## src/rtl/cmd_frame_responder_pkg.sv

```systemverilog
// Shared definitions for the GSE command frame responder.
// Frame geometry, command/address codes, state encoding, frame packing.
package cmd_frame_responder_pkg;

   localparam int FRAME_LEN = 17;
   localparam int FRAME_W   = FRAME_LEN * 8;
   localparam int CNT_W     = 5;

   // Payload byte offsets within a frame (byte0 goes out first)
   localparam int OFS_CMD   = 0;
   localparam int OFS_ADDR  = 1;
   localparam int OFS_VAL   = 2;
   localparam int VAL_BYTES = 4;
   localparam int HDR_BYTES = OFS_VAL + VAL_BYTES;
   localparam int HDR_W     = HDR_BYTES * 8;

   localparam logic [7:0] C_GET = 8'h01;
   localparam logic [7:0] C_SET = 8'h02;
   localparam logic [7:0] C_ERR = 8'hEE;

   localparam logic [7:0] A_VNUM = 8'h00;
   localparam logic [7:0] A_CFG0 = 8'h01;
   localparam logic [7:0] A_CFG1 = 8'h02;
   localparam logic [7:0] A_CFG2 = 8'h03;

   typedef logic [FRAME_W-1:0] frame_t;

   typedef enum logic [1:0] {
      S_RX,
      S_EXEC,
      S_TX,
      S_TX_REL
   } state_t;

   // {cmd, addr, value, zero fill}, byte0 in the MSBs
   function automatic frame_t pack_frame(
      input logic [7:0]  cmd,
      input logic [7:0]  addr,
      input logic [31:0] val
   );
      return {cmd, addr, val, {(FRAME_W - HDR_W){1'b0}}};
   endfunction

endpackage

```

## src/rtl/cmd_frame_responder_tx.sv

```systemverilog
// hs4_byte_tx: sends a 17-byte frame MSB first over a 4-phase req/ack.
// Ports: load/frame start a send; rsp_data/rsp_req/rsp_ack; done pulses at end.
module hs4_byte_tx
   import cmd_frame_responder_pkg::*;
(
   input  logic       clk,
   input  logic       rst_n,
   input  logic       load,
   input  frame_t     frame,
   output logic [7:0] rsp_data,
   output logic       rsp_req,
   input  logic       rsp_ack,
   output logic       done
);

   // S_RX here means idle: nothing to send
   state_t           st_q, st_d;
   frame_t           sh_q, sh_d;
   logic [CNT_W-1:0] idx_q, idx_d;
   logic [7:0]       data_d;
   logic             req_d;

   always_ff @(posedge clk) begin
      if (!rst_n) begin
         st_q     <= S_RX;
         sh_q     <= '0;
         idx_q    <= '0;
         rsp_data <= '0;
         rsp_req  <= 1'b0;
      end else begin
         st_q     <= st_d;
         sh_q     <= sh_d;
         idx_q    <= idx_d;
         rsp_data <= data_d;
         rsp_req  <= req_d;
      end
   end

   always_comb begin
      st_d   = st_q;
      sh_d   = sh_q;
      idx_d  = idx_q;
      data_d = rsp_data;
      req_d  = rsp_req;
      done   = 1'b0;
      unique case (st_q)
         S_RX: begin
            if (load) begin
               data_d = frame[FRAME_W-1 -: 8];
               sh_d   = frame << 8;
               idx_d  = '0;
               req_d  = 1'b1;
               st_d   = S_TX;
            end
         end
         S_TX: begin
            if (rsp_ack) begin
               req_d = 1'b0;
               st_d  = S_TX_REL;
            end
         end
         S_TX_REL: begin
            if (!rsp_ack) begin
               if (idx_q == CNT_W'(FRAME_LEN - 1)) begin
                  done = 1'b1;
                  st_d = S_RX;
               end else begin
                  data_d = sh_q[FRAME_W-1 -: 8];
                  sh_d   = sh_q << 8;
                  idx_d  = idx_q + 1'b1;
                  req_d  = 1'b1;
                  st_d   = S_TX;
               end
            end
         end
         default: st_d = S_RX;
      endcase
   end

endmodule

```

## src/rtl/cmd_frame_responder.sv

```systemverilog
// GSE command responder: 17-byte frames in, GET/SET on VNUM + CFG0..2, 17 bytes out.
// Ports: clk, rst_n (sync, active-low), cmd_* 4-phase in, rsp_* 4-phase out,
// cfg_0..2 config regs, frame_err pulse. Option: CMD_TIMEOUT_EN (inter-byte timeout).
module cmd_frame_responder
   import cmd_frame_responder_pkg::*;
#(
   parameter logic [31:0] P_VNUM         = 32'h0000_0001,
   parameter int unsigned P_TIMEOUT_CLKS = 500_000
) (
   input  logic        clk,
   input  logic        rst_n,
   input  logic [7:0]  cmd_data,
   input  logic        cmd_req,
   output logic        cmd_ack,
   output logic [7:0]  rsp_data,
   output logic        rsp_req,
   input  logic        rsp_ack,
   output logic [31:0] cfg_0,
   output logic [31:0] cfg_1,
   output logic [31:0] cfg_2,
   output logic        frame_err
);

   // S_TX spans the whole response; its TX/TX_REL phase lives in hs4_byte_tx
   state_t           st_q, st_d;
   logic [CNT_W-1:0] cnt_q, cnt_d;
   logic [HDR_W-1:0] hdr_q, hdr_d;
   logic             ack_d;
   logic [31:0]      cfg0_d, cfg1_d, cfg2_d;
   logic             capture;
   logic             timeout_hit;
   logic             load;
   logic             tx_done;
   frame_t           rsp_frame;

   logic [7:0]  f_cmd, f_addr;
   logic [31:0] f_val, rd_val;
   logic        hit_vnum, hit_cfg0, hit_cfg1, hit_cfg2;
   logic        get_ok, set_ok;

   assign f_cmd  = hdr_q[HDR_W-1 -: 8];
   assign f_addr = hdr_q[HDR_W-9 -: 8];
   assign f_val  = hdr_q[31:0];

   assign hit_vnum = f_addr == A_VNUM;
   assign hit_cfg0 = f_addr == A_CFG0;
   assign hit_cfg1 = f_addr == A_CFG1;
   assign hit_cfg2 = f_addr == A_CFG2;

   assign set_ok = (f_cmd == C_SET) &&
                   (hit_cfg0 || hit_cfg1 || hit_cfg2);
   assign get_ok = (f_cmd == C_GET) &&
                   (hit_vnum || hit_cfg0 || hit_cfg1 || hit_cfg2);

   always_comb begin
      rd_val = '0;
      unique case (1'b1)
         hit_vnum: rd_val = P_VNUM;
         hit_cfg0: rd_val = cfg_0;
         hit_cfg1: rd_val = cfg_1;
         hit_cfg2: rd_val = cfg_2;
         default:  rd_val = '0;
      endcase
   end

   // SET echoes the value just written; rejects carry no value
   assign rsp_frame = (get_ok || set_ok)
      ? pack_frame(f_cmd, f_addr, set_ok ? f_val : rd_val)
      : pack_frame(C_ERR, f_addr, 32'd0);

   assign capture = (st_q == S_RX) && cmd_req && !cmd_ack;

`ifdef CMD_TIMEOUT_EN
   logic [31:0] idle_q;
   logic        idle_run;

   assign idle_run = (st_q == S_RX) && (cnt_q != '0) &&
                     !cmd_req && !cmd_ack;
   assign timeout_hit = idle_run && (idle_q == P_TIMEOUT_CLKS);

   always_ff @(posedge clk) begin
      if (!rst_n || !idle_run || timeout_hit)
         idle_q <= '0;
      else
         idle_q <= idle_q + 32'd1;
   end
`else
   logic unused_timeout;
   assign unused_timeout = ^P_TIMEOUT_CLKS;
   assign timeout_hit    = 1'b0;
`endif

   always_ff @(posedge clk) begin
      if (!rst_n) begin
         st_q    <= S_RX;
         cnt_q   <= '0;
         hdr_q   <= '0;
         cmd_ack <= 1'b0;
         cfg_0   <= '0;
         cfg_1   <= '0;
         cfg_2   <= '0;
      end else begin
         st_q    <= st_d;
         cnt_q   <= cnt_d;
         hdr_q   <= hdr_d;
         cmd_ack <= ack_d;
         cfg_0   <= cfg0_d;
         cfg_1   <= cfg1_d;
         cfg_2   <= cfg2_d;
      end
   end

   always_comb begin
      st_d      = st_q;
      cnt_d     = cnt_q;
      hdr_d     = hdr_q;
      ack_d     = cmd_ack;
      cfg0_d    = cfg_0;
      cfg1_d    = cfg_1;
      cfg2_d    = cfg_2;
      frame_err = 1'b0;
      load      = 1'b0;
      // ack release is independent of state: the last byte's
      // ack is still up when the FSM has already left RX
      if (cmd_ack && !cmd_req)
         ack_d = 1'b0;
      unique case (st_q)
         S_RX: begin
            if (capture) begin
               ack_d = 1'b1;
               if (cnt_q < CNT_W'(HDR_BYTES))
                  hdr_d = {hdr_q[HDR_W-9:0], cmd_data};
               if (cnt_q == CNT_W'(FRAME_LEN - 1)) begin
                  cnt_d = '0;
                  st_d  = S_EXEC;
               end else begin
                  cnt_d = cnt_q + 1'b1;
               end
            end else if (timeout_hit) begin
               cnt_d     = '0;
               frame_err = 1'b1;
            end
         end
         S_EXEC: begin
            load      = 1'b1;
            frame_err = !(get_ok || set_ok);
            st_d      = S_TX;
            if (set_ok) begin
               unique case (1'b1)
                  hit_cfg0: cfg0_d = f_val;
                  hit_cfg1: cfg1_d = f_val;
                  hit_cfg2: cfg2_d = f_val;
                  default:  cfg0_d = cfg_0;
               endcase
            end
         end
         S_TX: begin
            if (tx_done)
               st_d = S_RX;
         end
         default: st_d = S_RX;
      endcase
   end

   hs4_byte_tx u_tx (
      .clk      (clk),
      .rst_n    (rst_n),
      .load     (load),
      .frame    (rsp_frame),
      .rsp_data (rsp_data),
      .rsp_req  (rsp_req),
      .rsp_ack  (rsp_ack),
      .done     (tx_done)
   );

endmodule
```

## config.mk

```make
export PLATFORM = sky130hd
export DESIGN_NAME = cmd_frame_responder
export DESIGN_NICKNAME = d
export VERILOG_FILES = /design/src/rtl/cmd_frame_responder_pkg.sv /design/src/rtl/cmd_frame_responder_tx.sv /design/src/rtl/cmd_frame_responder.sv
export SDC_FILE = /design/constraint.sdc
export NUM_CORES = 1
export LEC_CHECK = 0
export ABC_AREA = 1
export CORE_MARGIN = 4
export CORE_UTILIZATION = 50
export CTS_BUF_LIST = sky130_fd_sc_hd__clkbuf_4
export DETAILED_ROUTE_END_ITERATION = 12
export PLACE_DENSITY = 0.71
export REMOVE_ABC_BUFFERS = 1
export SLEW_MARGIN = 5
export SYNTH_ARGS = -nofsm -noshare
export SYNTH_HDL_FRONTEND = slang
export SYNTH_SLANG_ARGS = --single-unit
```

## constraint.sdc

```tcl
create_clock -name clk -period 1.8 [get_ports clk]
set_input_delay 0.18 -clock clk [delete_from_list [all_inputs] [get_ports clk]]
set_output_delay 0.18 -clock clk [all_outputs]
set_load 0.02 [all_outputs]
```

==> results.sh <==
export IMPL_synth_main_ff_cell="dfxtp_1"
export IMPL_dr_wl_met2_mm=13.8
export IMPL_ff2ff_path_depth=14
export IMPL_top_layer="met4"
export IMPL_final_common_cell="nand2_1"
export IMPL_die_h_microns=142
export IMPL_numCtsBuffers=54
export IMPL_avgSynthCellArea_sq_um=7.03
export IMPL_syn2layout_area_growth_pct=33.1
export IMPL_violations="setup timing"
export IMPL_yosys_warnings=0
export IMPL_hold_viol_final=0
export IMPL_cts_root_buf="clkbuf_4"
export IMPL_yosysUniqueCellTypes=32
export IMPL_htree_levels=2
export IMPL_r2r_end="cfg_0[3]$_SDFFE_PN0P_"
export IMPL_place_congestion=0.859
export IMPL_synth_seq_area_share_pct=46.5
export IMPL_die_area_sq_um=20100
export IMPL_finalCritPeriodShare_pct=112
export IMPL_ys_seq_elements=208
export IMPL_antenna_found_initial=1
export IMPL_required_ns=1.62
export IMPL_initial_utilization_pct=51.4
export IMPL_synthCells=1273
export IMPL_finalWirelength_mm=30.5
export IMPL_max_freq_ghz=0.496
export IMPL_setup_viol=82
export IMPL_hold_class="in2reg"
export IMPL_holdPathEnd="cmd_ack$_SDFF_PN0_"
export IMPL_clock_sinks=208
export IMPL_synth_edf_count=0
export IMPL_dpl_hpwl_mm=17.1
export IMPL_first_iter_violations=922
export IMPL_grt_max_degree=77
export IMPL_nFillCells=1513
export IMPL_wl_met3_mm=2.60
export IMPL_power_density_nw_per_um2=1000
export IMPL_fp_coreArea_sq_um=17400
export IMPL_place_inst=1579
export IMPL_dpl_instance_area_sq_um=10600
export IMPL_gr_total_overflow=0
export IMPL_dr_pass1_iters=6
export IMPL_layout_cells_non_filler=1707
export IMPL_grt_total_usage_pct=27.0
export IMPL_wl_per_cell_microns=17.9
export IMPL_nets=1463
export IMPL_setup_ws_ns=-0.215
export IMPL_final_max_slew_viol_count=0
export IMPL_tns_ns=-7.99
export IMPL_grt_pass1_vias=8791
export IMPL_wirelength_met1_mm=13.0
export IMPL_clk_latency_ns=0.69
export IMPL_rsz0062_at_grt="true"
export IMPL_syn_area_sq_um=8950
export IMPL_crit_slowest_cell="dfxtp_1"
export IMPL_period_needed_ns=2.02
export IMPL_row_count=48
export IMPL_clk_path_buf_depth=3
export IMPL_cp_end_kind="primary output"
export IMPL_min_path_cells=3
export IMPL_drv_cap=0
export IMPL_worst_pin_slew_ns=0.613
export IMPL_crit_arrival_ns=1.84
export IMPL_layout_common_cells="nand2_1 (238), nor2_1 (209), dfxtp_1 (203)"
export IMPL_regToRegSetupSlack_ns=-0.19
export IMPL_final_area_sq_um=11900
export IMPL_max_vdd_ir_drop_mv=0.903
export IMPL_hp_start="cmd_req"
export IMPL_ant_nets=0
export IMPL_cpPeakStageDelay_ns=0.38
export IMPL_vias_per_cell=5.66
export IMPL_path_clk_slew_ns=0.07
export IMPL_crit_type="reg2out"
export IMPL_cts_tree="built"
export IMPL_crit_chain="inv_2 > nand2_4 > nand4_1 > nor2_2 > nand2_2 > nand2_2 > nor2_2 > buf_6"
export IMPL_status="finished, violations left"
export IMPL_port_buffer_count=118
export IMPL_num_vias=9660
export IMPL_max_slew_margin_pct=59.1
export IMPL_final_util_pct=68.4
export IMPL_synth_async_reset_ratio_pct=0
export IMPL_clock_skew_ns=0.0353
export IMPL_crit_path_start_kind="flip-flop"
export IMPL_cp_num_buf_inv=2
export IMPL_pin_count=119
export IMPL_cp_max_fo=3
export IMPL_leakagePower_nw=5.61
export IMPL_drive_gt1_share_pct=16.5
export IMPL_grt_pass1_wl_mm=44.7
export IMPL_path_delay_family="simple AND/OR/NAND/NOR gates"
export IMPL_r2r_start="hdr_q[37]$_SDFFE_PN0P_"
export IMPL_die_w_microns=142
export IMPL_drc=0
through the flow:
step	hold WS [ns]	worst slack, ns	power [mW]
after global routing	0.0931	-0.309	12.5
after detailed placement	0.457	-0.0501	7.63
after floorplan	0.316	-3.62	6.68
final	0.100	-0.215	11.9
after global placement	0.441	-0.0377	7.58
after CTS	0.0790	-0.196	11.6
worst max-delay path by stage:
stage | cells past startpoint | end | from
after floorplan | 9 | cfg_2[0]$_SDFFE_PN0P_ | hdr_q[39]$_SDFFE_PN0P_
after CTS | 9 | frame_err | hdr_q[38]$_SDFFE_PN0P_
after global routing | 14 | cfg_0[3]$_SDFFE_PN0P_ | hdr_q[37]$_SDFFE_PN0P_
after global placement | 11 | u_tx.sh_q[107]$_SDFFE_PN0P_ | hdr_q[38]$_SDFFE_PN0P_
final | 8 | frame_err | hdr_q[32]$_SDFFE_PN0P_
after detailed placement | 11 | u_tx.sh_q[97]$_SDFFE_PN0P_ | hdr_q[38]$_SDFFE_PN0P_
layer usage:
layer | vias to the layer above | track usage (%)
li1 | 4589 | -
met1 | 4523 | 36.1
met2 | 469 | 44.1
met3 | 79 | 5.56
met4 | 0 | 8.43
met5 | - | 0
area by class of cell:
| class | count | area, sq um | area share, % |
|---|---|---|---|
| Timing Repair Buffer | 211 | 2270 | 19.0 |
| Multi-Input combinational cell | 933 | 4380 | 36.7 |
| Antenna cell | 1 | 2.50 | 0.0210 |
| Sequential cell | 208 | 4170 | 35.0 |
| Clock buffer | 86 | 646 | 5.42 |
| Tap cell | 225 | 282 | 2.36 |
| Inverter | 39 | 159 | 1.33 |
| Clock inverter | 4 | 15.0 | 0.126 |
kinds of logic after synthesis:
group / count (synthesis) / share of synthesized area [%]
AOI/OAI and AO/OA: 299 / 17.0
and+or+nand+nor: 628 / 29.3
DFF: 208 / 46.5
xor gates and xnor gates: 2 / 0.196
adders and majority gates: 4 / 0.559
buffers and inverters: 132 / 6.41
flip-flops by register name, indices dropped and copies added, names as in the netlist:
name,flops
u_tx.sh_q,40
hdr_q,48
cmd_ack,1
cfg_0,32
u_tx.rsp_req,1
cnt_q,5
u_tx.rsp_data,8
st_q,2
cfg_2,32
u_tx.idx_q,5
u_tx.st_q,2
cfg_1,32
cells in the mapped netlist, types with 4 or more instances:
cell type	instances	area [sq um]
a21oi_1	122	611
a31oi_1	9	56.3
buf_2	43	215
buf_4	6	45.0
clkbuf_1	40	150
dfxtp_1	208	4160
ha_1	4	50.1
inv_1	30	113
inv_2	9	33.8
nand2_1	243	912
nand2_2	5	31.3
nand3_1	139	696
nor2_1	215	807
nor2_2	5	31.3
nor3_1	7	35.0
o21ai_0	155	776
o21ai_1	7	35.0
power breakdown:
group / internal, mW / leakage, nW / switching, mW / total, mW
clock: 2.13 / 0.405 / 1.90 / 4.03
combinational: 0.936 / 3.51 / 1.49 / 2.42
sequential: 5.12 / 1.69 / 0.355 / 5.48
what timing repair did:
item / CTS / global route
buffers inserted: 7 / 19
gates cloned: 0 / 11
setup endpoints to repair: 154 / 107
hold buffers: 1 / 0
hold endpoints to repair: 35 / 0
gates resized for setup: 117 / 67
pin swaps: 6 / 15
worst register-to-register path: cells and delay by family (launching register included):
kind            cells  cell delay, ns
simple gates        6            0.69
compound gates      1            0.07
buf+inv             7            0.86
flops               1            0.33
No activity file was read; power rests on OpenSTA's default activity.
